==> src/rtl/bp_be_dual_retire_queue_pkg.sv <==
// Shared types for the dual retire queue: exception/special flag structs and
// the retire entry payload that travels from writeback to the system pipe.
package bp_be_dual_retire_queue_pkg;

  typedef enum logic [0:0] {
    e_bp_default_cfg = 1'b0
  } bp_params_e;

  localparam int unsigned dpath_width_gp = 64;

  typedef struct packed {
    logic instr_misaligned;
    logic instr_access_fault;
    logic illegal_instr;
    logic breakpoint;
    logic load_misaligned;
    logic load_access_fault;
    logic store_misaligned;
    logic store_access_fault;
    logic ecall;
  } bp_be_exception_s;

  typedef struct packed {
    logic fencei;
    logic sfence_vma;
    logic mret;
    logic sret;
    logic dret;
    logic wfi;
  } bp_be_special_s;

  typedef struct packed {
    logic                      queue_v;
    logic [dpath_width_gp-1:0] data;
    bp_be_exception_s          exception;
    bp_be_special_s            special;
  } bp_be_retire_entry_s;

  localparam int unsigned exception_width_gp = $bits(bp_be_exception_s);
  localparam int unsigned special_width_gp   = $bits(bp_be_special_s);
  localparam int unsigned entry_width_gp     = $bits(bp_be_retire_entry_s);

endpackage

==> src/rtl/bp_be_dual_retire_queue_fifo_2w2r.sv <==
// Circular buffer with two write ports and two read ports.
//   clk_i, reset_i    : clock, async active-high reset (empties the buffer)
//   clr_i             : synchronous clear, beats any push/pop in the same cycle
//   push_n_i          : number of entries written (0..2); wdata0 goes first
//   pop_n_i           : number of entries removed from the head (0..2)
//   rdata0/1_o        : entries at rptr and rptr+1 (combinational)
//   count_o           : occupied entries, 0..els_p
module bp_be_fifo_2w2r
 #(parameter int unsigned els_p   = 8,
   parameter int unsigned width_p = 8,
   localparam int unsigned ptr_width_lp = $clog2(els_p),
   localparam int unsigned cnt_width_lp = ptr_width_lp + 1)
  (input  logic                    clk_i,
   input  logic                    reset_i,
   input  logic                    clr_i,
   input  logic [1:0]              push_n_i,
   input  logic [width_p-1:0]      wdata0_i,
   input  logic [width_p-1:0]      wdata1_i,
   input  logic [1:0]              pop_n_i,
   output logic [width_p-1:0]      rdata0_o,
   output logic [width_p-1:0]      rdata1_o,
   output logic [cnt_width_lp-1:0] count_o);

  logic [width_p-1:0]      mem_r [els_p];
  logic [ptr_width_lp-1:0] rptr_r, wptr_r;
  logic [ptr_width_lp-1:0] rptr_p1, wptr_p1;
  logic [cnt_width_lp-1:0] count_r;

  // Power-of-two depth lets pointer arithmetic wrap for free.
  assign rptr_p1 = rptr_r + ptr_width_lp'(1);
  assign wptr_p1 = wptr_r + ptr_width_lp'(1);

  // Pointers and occupancy; count is tracked explicitly so full and empty differ.
  always_ff @(posedge clk_i or posedge reset_i) begin
    if (reset_i) begin
      rptr_r  <= '0;
      wptr_r  <= '0;
      count_r <= '0;
    end else if (clr_i) begin
      rptr_r  <= '0;
      wptr_r  <= '0;
      count_r <= '0;
    end else begin
      rptr_r  <= rptr_r + ptr_width_lp'(pop_n_i);
      wptr_r  <= wptr_r + ptr_width_lp'(push_n_i);
      count_r <= count_r + cnt_width_lp'(push_n_i) - cnt_width_lp'(pop_n_i);
    end
  end

  // Storage has no reset; contents are meaningless outside the occupied window.
  always_ff @(posedge clk_i) begin
    if (!clr_i && (push_n_i != 2'd0)) mem_r[wptr_r]  <= wdata0_i;
    if (!clr_i && (push_n_i == 2'd2)) mem_r[wptr_p1] <= wdata1_i;
  end

  assign rdata0_o = mem_r[rptr_r];
  assign rdata1_o = mem_r[rptr_p1];
  assign count_o  = count_r;

endmodule

==> src/rtl/bp_be_dual_retire_queue.sv <==
// In-order retire buffer feeding the system pipe's two retire slots.
//   clk_i, reset_i       : clock, async active-high reset
//   flush_i              : discard everything; blocks enqueue and retire this cycle
//   enq_v_i/enq_entry_i  : older incoming entry
//   enq_v_i2/enq_entry_i2: younger incoming entry
//   enq_ready_o          : at least two free slots (pre-dequeue count)
//   retire_ready_i       : system pipe accepts retirement this cycle
//   retire_*_o / *_o2    : slot 1 (oldest) and slot 2 head view and valids
//   count_o              : occupied entries
module bp_be_dual_retire_queue
  import bp_be_dual_retire_queue_pkg::*;
 #(parameter bp_params_e  bp_params_p = e_bp_default_cfg,
   parameter int unsigned els_p       = 8,
   localparam int unsigned ptr_width_lp   = $clog2(els_p),
   localparam int unsigned entry_width_lp = $bits(bp_be_retire_entry_s))
  (input  logic                          clk_i,
   input  logic                          reset_i,
   input  logic                          flush_i,
   input  logic                          enq_v_i,
   input  logic [entry_width_lp-1:0]     enq_entry_i,
   input  logic                          enq_v_i2,
   input  logic [entry_width_lp-1:0]     enq_entry_i2,
   output logic                          enq_ready_o,
   input  logic                          retire_ready_i,
   output logic                          retire_v_o,
   output logic                          retire_v_o2,
   output logic                          retire_queue_v_o,
   output logic                          retire_queue_v_o2,
   output logic [dpath_width_gp-1:0]     retire_data_o,
   output logic [dpath_width_gp-1:0]     retire_data_o2,
   output logic [exception_width_gp-1:0] retire_exception_o,
   output logic [exception_width_gp-1:0] retire_exception_o2,
   output logic [special_width_gp-1:0]   retire_special_o,
   output logic [special_width_gp-1:0]   retire_special_o2,
   output logic [ptr_width_lp:0]         count_o);

  localparam int unsigned cnt_width_lp = ptr_width_lp + 1;

  bp_be_retire_entry_s     slot1, slot2;
  logic [entry_width_lp-1:0] head0, head1, wdata0;
  logic [1:0]              push_n, pop_n;
  logic                    enq_ok, drain, clr;
  logic [cnt_width_lp-1:0] count;

  // Enqueue is credited only from the current count; pops this cycle do not help.
  assign enq_ready_o = (count <= cnt_width_lp'(els_p - 2));
  assign enq_ok      = enq_ready_o & ~flush_i;

  // A lone younger entry is packed into the first write port to keep order dense.
  assign wdata0 = enq_v_i ? enq_entry_i : enq_entry_i2;
  assign push_n = enq_ok ? (2'(enq_v_i) + 2'(enq_v_i2)) : 2'd0;

  assign slot1 = head0;
  assign slot2 = head1;

  // Slot 2 may not retire behind a slot 1 that traps or serializes.
  assign retire_v_o  = retire_ready_i & ~flush_i & (count != '0);
  assign retire_v_o2 = retire_v_o & (count >= cnt_width_lp'(2))
                     & ~|slot1.exception & ~|slot1.special;
  assign pop_n       = 2'(retire_v_o) + 2'(retire_v_o2);

  // Any retiring exception squashes all younger work, including this cycle's enqueue.
  assign drain = (retire_v_o & |slot1.exception) | (retire_v_o2 & |slot2.exception);
  assign clr   = flush_i | drain;

  bp_be_fifo_2w2r #(
    .els_p   (els_p),
    .width_p (entry_width_lp)
  ) fifo (
    .clk_i    (clk_i),
    .reset_i  (reset_i),
    .clr_i    (clr),
    .push_n_i (push_n),
    .wdata0_i (wdata0),
    .wdata1_i (enq_entry_i2),
    .pop_n_i  (pop_n),
    .rdata0_o (head0),
    .rdata1_o (head1),
    .count_o  (count)
  );

  assign count_o             = count;
  assign retire_queue_v_o    = slot1.queue_v;
  assign retire_queue_v_o2   = slot2.queue_v;
  assign retire_data_o       = slot1.data;
  assign retire_data_o2      = slot2.data;
  assign retire_exception_o  = slot1.exception;
  assign retire_exception_o2 = slot2.exception;
  assign retire_special_o    = slot1.special;
  assign retire_special_o2   = slot2.special;

`ifndef SYNTHESIS
  // Enqueue without credit is a producer bug; the entries are dropped.
  always_ff @(posedge clk_i) begin
    if (!reset_i && !flush_i) begin
      assert (!((enq_v_i | enq_v_i2) & ~enq_ready_o))
        else $error("enqueue while enq_ready_o is low");
    end
    assert ((els_p >= 4) && ((els_p & (els_p - 1)) == 0) && (bp_params_p == e_bp_default_cfg))
      else $error("unsupported queue configuration");
  end
`endif

endmodule
==> config.mk <==
export PLATFORM = sky130hd
export DESIGN_NAME = bp_be_dual_retire_queue
export DESIGN_NICKNAME = d
export VERILOG_FILES = /design/src/rtl/bp_be_dual_retire_queue_pkg.sv /design/src/rtl/bp_be_dual_retire_queue_fifo_2w2r.sv /design/src/rtl/bp_be_dual_retire_queue.sv
export SDC_FILE = /design/constraint.sdc
export NUM_CORES = 2
export LEC_CHECK = 0
export ABC_AREA = 1
export CAP_MARGIN = 20
export CELL_PAD_IN_SITES_DETAIL_PLACEMENT = 2
export CELL_PAD_IN_SITES_GLOBAL_PLACEMENT = 2
export CORE_MARGIN = 5
export CORE_UTILIZATION = 35
export DETAILED_ROUTE_END_ITERATION = 10
export PLACE_DENSITY_LB_ADDON = 0.05
export SYNTH_ARGS = -nofsm -noshare
export SYNTH_HDL_FRONTEND = slang
export SYNTH_SLANG_ARGS = --single-unit
==> constraint.sdc <==
create_clock -name clk_i -period 5.6 [get_ports clk_i]
set_input_delay 1.12 -clock clk_i [delete_from_list [all_inputs] [get_ports clk_i]]
set_output_delay 1.12 -clock clk_i [all_outputs]
set_load 0.01 [all_outputs]
Word level (Yosys, flattened, before mapping)
Memories as Yosys holds them, arrays and structs flattened.
Cells that the tools add are included.
{ "op_classes": {"n_mux": 9, "n_eq_ne": 1, "bitwise_logic": 11, "n_reduce_logical": 10, "addsub": 8, "order_cmp": 2} }
{ "op_table": {"columns": ["op", "count"], "rows": [
  ["$mux W80", 1],
  ["$reduce_or A9 Y1", 2],
  ["$and A1 B1 Y1", 8],
  ["$add A3 B1 Y3 const B", 2],
  ["$add A3 B2 Y3", 2],
  ["$mux W3", 2],
  ["$reduce_or A6 Y1", 1],
  ["$add A1 B1 Y2", 2],
  ["$add A4 B2 Y4", 1],
  ["$ge A4 B2 Y1 const B", 1],
  ["$le A4 B3 Y1 const B", 1],
  ["$mux W1", 4],
  ["$mux W4", 1],
  ["$reduce_bool A4 Y1", 1],
  ["$sub A4 B2 Y4", 1],
  ["$logic_not A1 Y1", 3],
  ["$eq A2 B2 Y1 const B", 1],
  ["$logic_and A1 B1 Y1", 2],
  ["$mux W2", 1],
  ["$or A1 B1 Y1", 2],
  ["$reduce_bool A2 Y1", 1],
  ["$not A1 Y1", 1]
]} }
{ "totals": {"memories": 1, "regBits": 10, "output_inout_bits": 167, "inputBits": 166, "word_cells": 45, "mem_bits_rw": 640} }
{ "mem_list": {"columns": ["memory", "depth", "width", "read_ports", "rd_clocked_by_memory_dff", "write_ports", "line", "source"], "rows": [
  ["fifo.mem_r", 8, 80, 2, 0, 2, "bp_be_dual_retire_queue_fifo_2w2r.sv:24", "logic [width_p-1:0] mem_r [els_p];"]
]} }

Depth between registers and ports, before layout
{ "depth": {"word_depth": 13, "mapped_depth": 20, "depth_no_buf": 18} }

Modules after synthesis
A second synthesis with hierarchy kept.
{ "hier_totals": {"hier_cells": 6773, "area_unflattened_um2": 45786.4} }
{ "by_module_without_submodules": {"columns": ["module", "area_per_inst_um2", "cells_each", "instances"], "rows": [
  ["bp_be_fifo_2w2r", 44211.2, 6639, 1],
  ["bp_be_dual_retire_queue", 1575.3, 134, 1]
]} }

Worst setup path after synthesis
OpenSTA, ideal clock, no wires.
{ "synth_timing": {"path_type": "input-to-reg", "start": "input flush_i", "end": "memory fifo.mem_r[1][0] (netlist bit) (enable)", "stages": 7, "setup_time_ns": 0.795, "arrival_ns": 3.830, "slack_ns": 0.976, "n_path_buf": 1, "path_cell_list": "inv_1 nand2_1 o21ai_0 a21oi_4 nand4_1 clkbuf_1 nand2_1"} }
{ "synth_lines": {"columns": ["element", "line", "source"], "rows": [
  ["start, declared", "bp_be_dual_retire_queue.sv:18", "input logic flush_i,"],
  ["end, declared", "bp_be_dual_retire_queue_fifo_2w2r.sv:24", null]
]} }

Worst setup path after layout
{ "layout_timing": {"start": "register fifo.rptr_r[0]", "end": "output retire_data_o2[46]"} }
{ "layout_via": {"elab_chain_len": 2} }
{ "layout_rtl": {"columns": ["element", "line", "source"], "rows": [
  ["start, declared", "bp_be_dual_retire_queue_fifo_2w2r.sv:25", "logic [ptr_width_lp-1:0] rptr_r, wptr_r;"],
  ["start signal, assigned", "bp_be_dual_retire_queue_fifo_2w2r.sv:44", "rptr_r <= rptr_r + ptr_width_lp'(pop_n_i);"],
  ["$add A3 B1 Y3", "bp_be_dual_retire_queue_fifo_2w2r.sv:30", "assign rptr_p1 = rptr_r + ptr_width_lp'(1);"],
  ["$mem_v2 Z8 W80", null, null],
  ["end, declared", "bp_be_dual_retire_queue.sv:30", "output logic [dpath_width_gp-1:0] retire_data_o2,"]
]} }
No other way between the ends.

==> impl_metrics.csv <==
group,metric,value,unit
timing,setup_viol,0,
synthesis,yosys.area.top_type_share,0.461,
finish,layout.nets,5709,
floorplan,row_count,126,
synthesis,yosys-top-cells-area,"edfxtp_1 46%, nand2_1 16%, nand3_1 8.8%",
grt,grt_pass1_wl,297,mm
power_and_ir_drop,ir_drop,0.415,mV
synthesis,synth.most_common_cell,"nand2_1",
place,place_inst,6979,
clocking,numCtsBuffers,82,
floorplan,die_area,126000,sq um
synthesis,synth-seq-area-share,0.467,
detailed_routing,viasPerCell,5.93,
place,gp_congestion,0.744,
setup_path,r2r_slack,0.84,ns
synthesis,syn-num-nets,5729,
setup_path,cp_max_fo,97,
timing,max_clock_freq,184,MHz
timing,hold_violations,0,
detailed_routing,drt_iter0_markers,3267,
finish,design_area,48700,sq um
setup_path,worstSetupPathType,"reg -> out",
timing,post-route-min-period,5.44,ns
grt,grt_max_degree,262,
synthesis,synth.top_cells.by_count,"1729 x nand2_1, 734 x nand3_1, 640 x edfxtp_1",
outcome,status,"completed",
timing,slew_violations,0,
grt,grt-ovfl-total,0,
detailed_routing,dr.pass1.iters,6,
detailed_routing,wirelength,203,mm
grt,use_met2,0.553,
grt,grt_pass1_vias,45100,
min_path,hold_path_class,"reg -> reg",
grt,top_usage_layer,"met2",
setup_path,cp.required,4.48,ns
clocking,path_clk_slew,0.06,ns
synthesis,synth_edf_count,640,
power_and_ir_drop,leakage,19.5,nW
floorplan,die_w,355,um
clocking,cts_tree,"yes",
setup_path,crit_arrival,4.32,ns
synthesis,synth-seq-cells,650,
grt,antenna_found_initial,4,
clocking,clk_path_buf_depth,3,
clocking,hold_buffers,0,
clocking,clockRootBuffer,"clkbuf_16",
grt,grt_use_met3,0.0371,
synthesis,synth_async_sr_flop_share,0.0154,
place,placed_area,46200,sq um
finish,post-route-util,0.412,
finish,layout-drive-gt1-share,0.0567,
detailed_routing,drc,0,
setup_path,end_kind,"primary output",
floorplan,die_h,355,um
floorplan,coreArea,118000,sq um
synthesis,synth.distinct_cells,29,
synthesis,synth_area,41700,sq um
flow_run,maxCapViolCount,0,
detailed_routing,post_drt_wl_per_cell,28.4,um
place,hpwl,110,mm
clocking,h-tree-depth,3,
timing,timing.final.crit_share,0.972,
finish,fill_cells,13400,
finish,area_growth,16.8,%
place,io_buffers,332,
synthesis,synthFlopType,"edfxtp_1",
detailed_routing,num_vias,42200,
power_and_ir_drop,p_per_area,358,nW/um^2
timing,worst-slew-pin-transition,1.17,ns
grt,grt.total_usage,0.312,
finish,fin_cells,7125,
grt,grt_use_met1,0.398,
timing,maxSlewHeadroom,0.222,
synthesis,synth_top_area_cell,"edfxtp_1",
detailed_routing,antenna_left,0,
clocking,clock-sinks,650,
floorplan,ios,333,
synthesis,netlist_instances,5547,
setup_path,startpoint_type,"register",
clocking,clk-insertion-delay-late,0.67,ns
floorplan,initial_utilization,0.353,
synthesis,avgSynthCellArea,7.51,sq um
synthesis,ys_warn_count,0,
timing,clock_skew,0.0264,ns
[registers in the layout (all words and copies together) (netlist names)]
signal,flops
fifo.mem_r,640
fifo.rptr_r,3
fifo.count_o,4
fifo.wptr_r,3
[cell type report]
class | count | area, sq um | share of cell area
Inverter | 334 | 1270 | 0.0261
Sequential cell | 650 | 19500 | 0.400
Antenna cell | 2 | 5.00 | 0.000103
Tap cell | 1536 | 1920 | 0.0395
Timing Repair Buffer | 431 | 4650 | 0.0955
Clock inverter | 47 | 265 | 0.00545
Multi-Input combinational cell | 4028 | 18900 | 0.388
Clock buffer | 97 | 2170 | 0.0446
[final timing paths]
kind                                           from                          end  cells after the start
setup / recovery           fifo.rptr_r[0]$_DFF_PP0_           retire_data_o2[46]                      9
hold / removal             fifo.wptr_r[2]$_DFF_PP0_     fifo.wptr_r[2]$_DFF_PP0_                      2
setup reg to reg           fifo.rptr_r[0]$_DFF_PP0_  fifo.mem_r[2][10]$_DFFE_PP_                     16
hold reg to reg            fifo.wptr_r[2]$_DFF_PP0_     fifo.wptr_r[2]$_DFF_PP0_                      2
max in group asynchronous                   reset_i     fifo.rptr_r[2]$_DFF_PP0_                      2
min in group asynchronous                   reset_i     fifo.rptr_r[0]$_DFF_PP0_                      2
[critical path, cell delays in order (launching register included)]
cell             delay, ns
dfrtp_4               0.58
ha_4                  0.72
inv_6                 0.24
buf_12                0.36
nor2_1                0.18
o21ai_0               0.11
nand2_1               0.11
nor2_1                0.04
a31oi_1               0.52
clkdlybuf4s50_1       0.67
[what timing repair did]
item | 4_1_cts | 5_1_grt
setup buffers | 0 | 0
endpoints found under the setup margin | 0 | 3
gates resized for setup | 0 | 1
[placed cells by master (no fill, tap or decap), drive strengths merged, types with 2 or more instances in the layout]
cell              n
xor2              3
a221oi            3
mux2             80
clkinv           43
bufinv            2
o21ai           567
nor2            299
fa                4
a31oi           137
inv             336
clkbuf           97
ha               12
o211ai           88
edfxtp          640
xnor2             4
nor3              9
nand2          1730
dfrtp            10
a21oi           349
nand4             8
diode             2
nand3           734
clkdlybuf4s50   331
buf             100
[per-layer routing]
metal / part of all wire / wire length (um) / up-vias
met5: 0.00012 / 25 / -
met4: 0.032 / 6450 / 4
met3: 0.055 / 11100 / 349
met2: 0.50 / 101000 / 1354
met1: 0.42 / 84700 / 21800
li1: - / - / 18700
[cell families (layout without fill, tap and decap cells)]
logic type	after synthesis	after routing	share of synthesized area
simple gates	2780	2780	0.274
compound gates	1145	1145	0.148
buf+inv	869	909	0.0827
flops	650	650	0.467
mux	80	80	0.0216
fa+ha+maj	16	16	0.00553
xor+xnor	7	7	0.00147
other cells	0	2	0
[report_power, final]
group          switching [mW]  internal, mW
Combinational            4.49          2.25
Sequential             0.0720          5.54
Clock                    2.24          2.84
[per-stage QoR]
stage	hold WS, ns	TNS (ns)	total power, mW	setup WS [ns]
2_1_floorplan	0.617	0	9.28	0.976
3_5_place_dp	0.728	0	12.4	0.867
4_1_cts	0.757	0	17.5	0.141
3_3_place_gp	0.722	0	12.2	0.938
6_report	0.749	0	17.4	0.159
5_1_grt	0.772	-0.00274	18.2	-0.00274
Note: power is estimated with default switching activity, not from simulation.
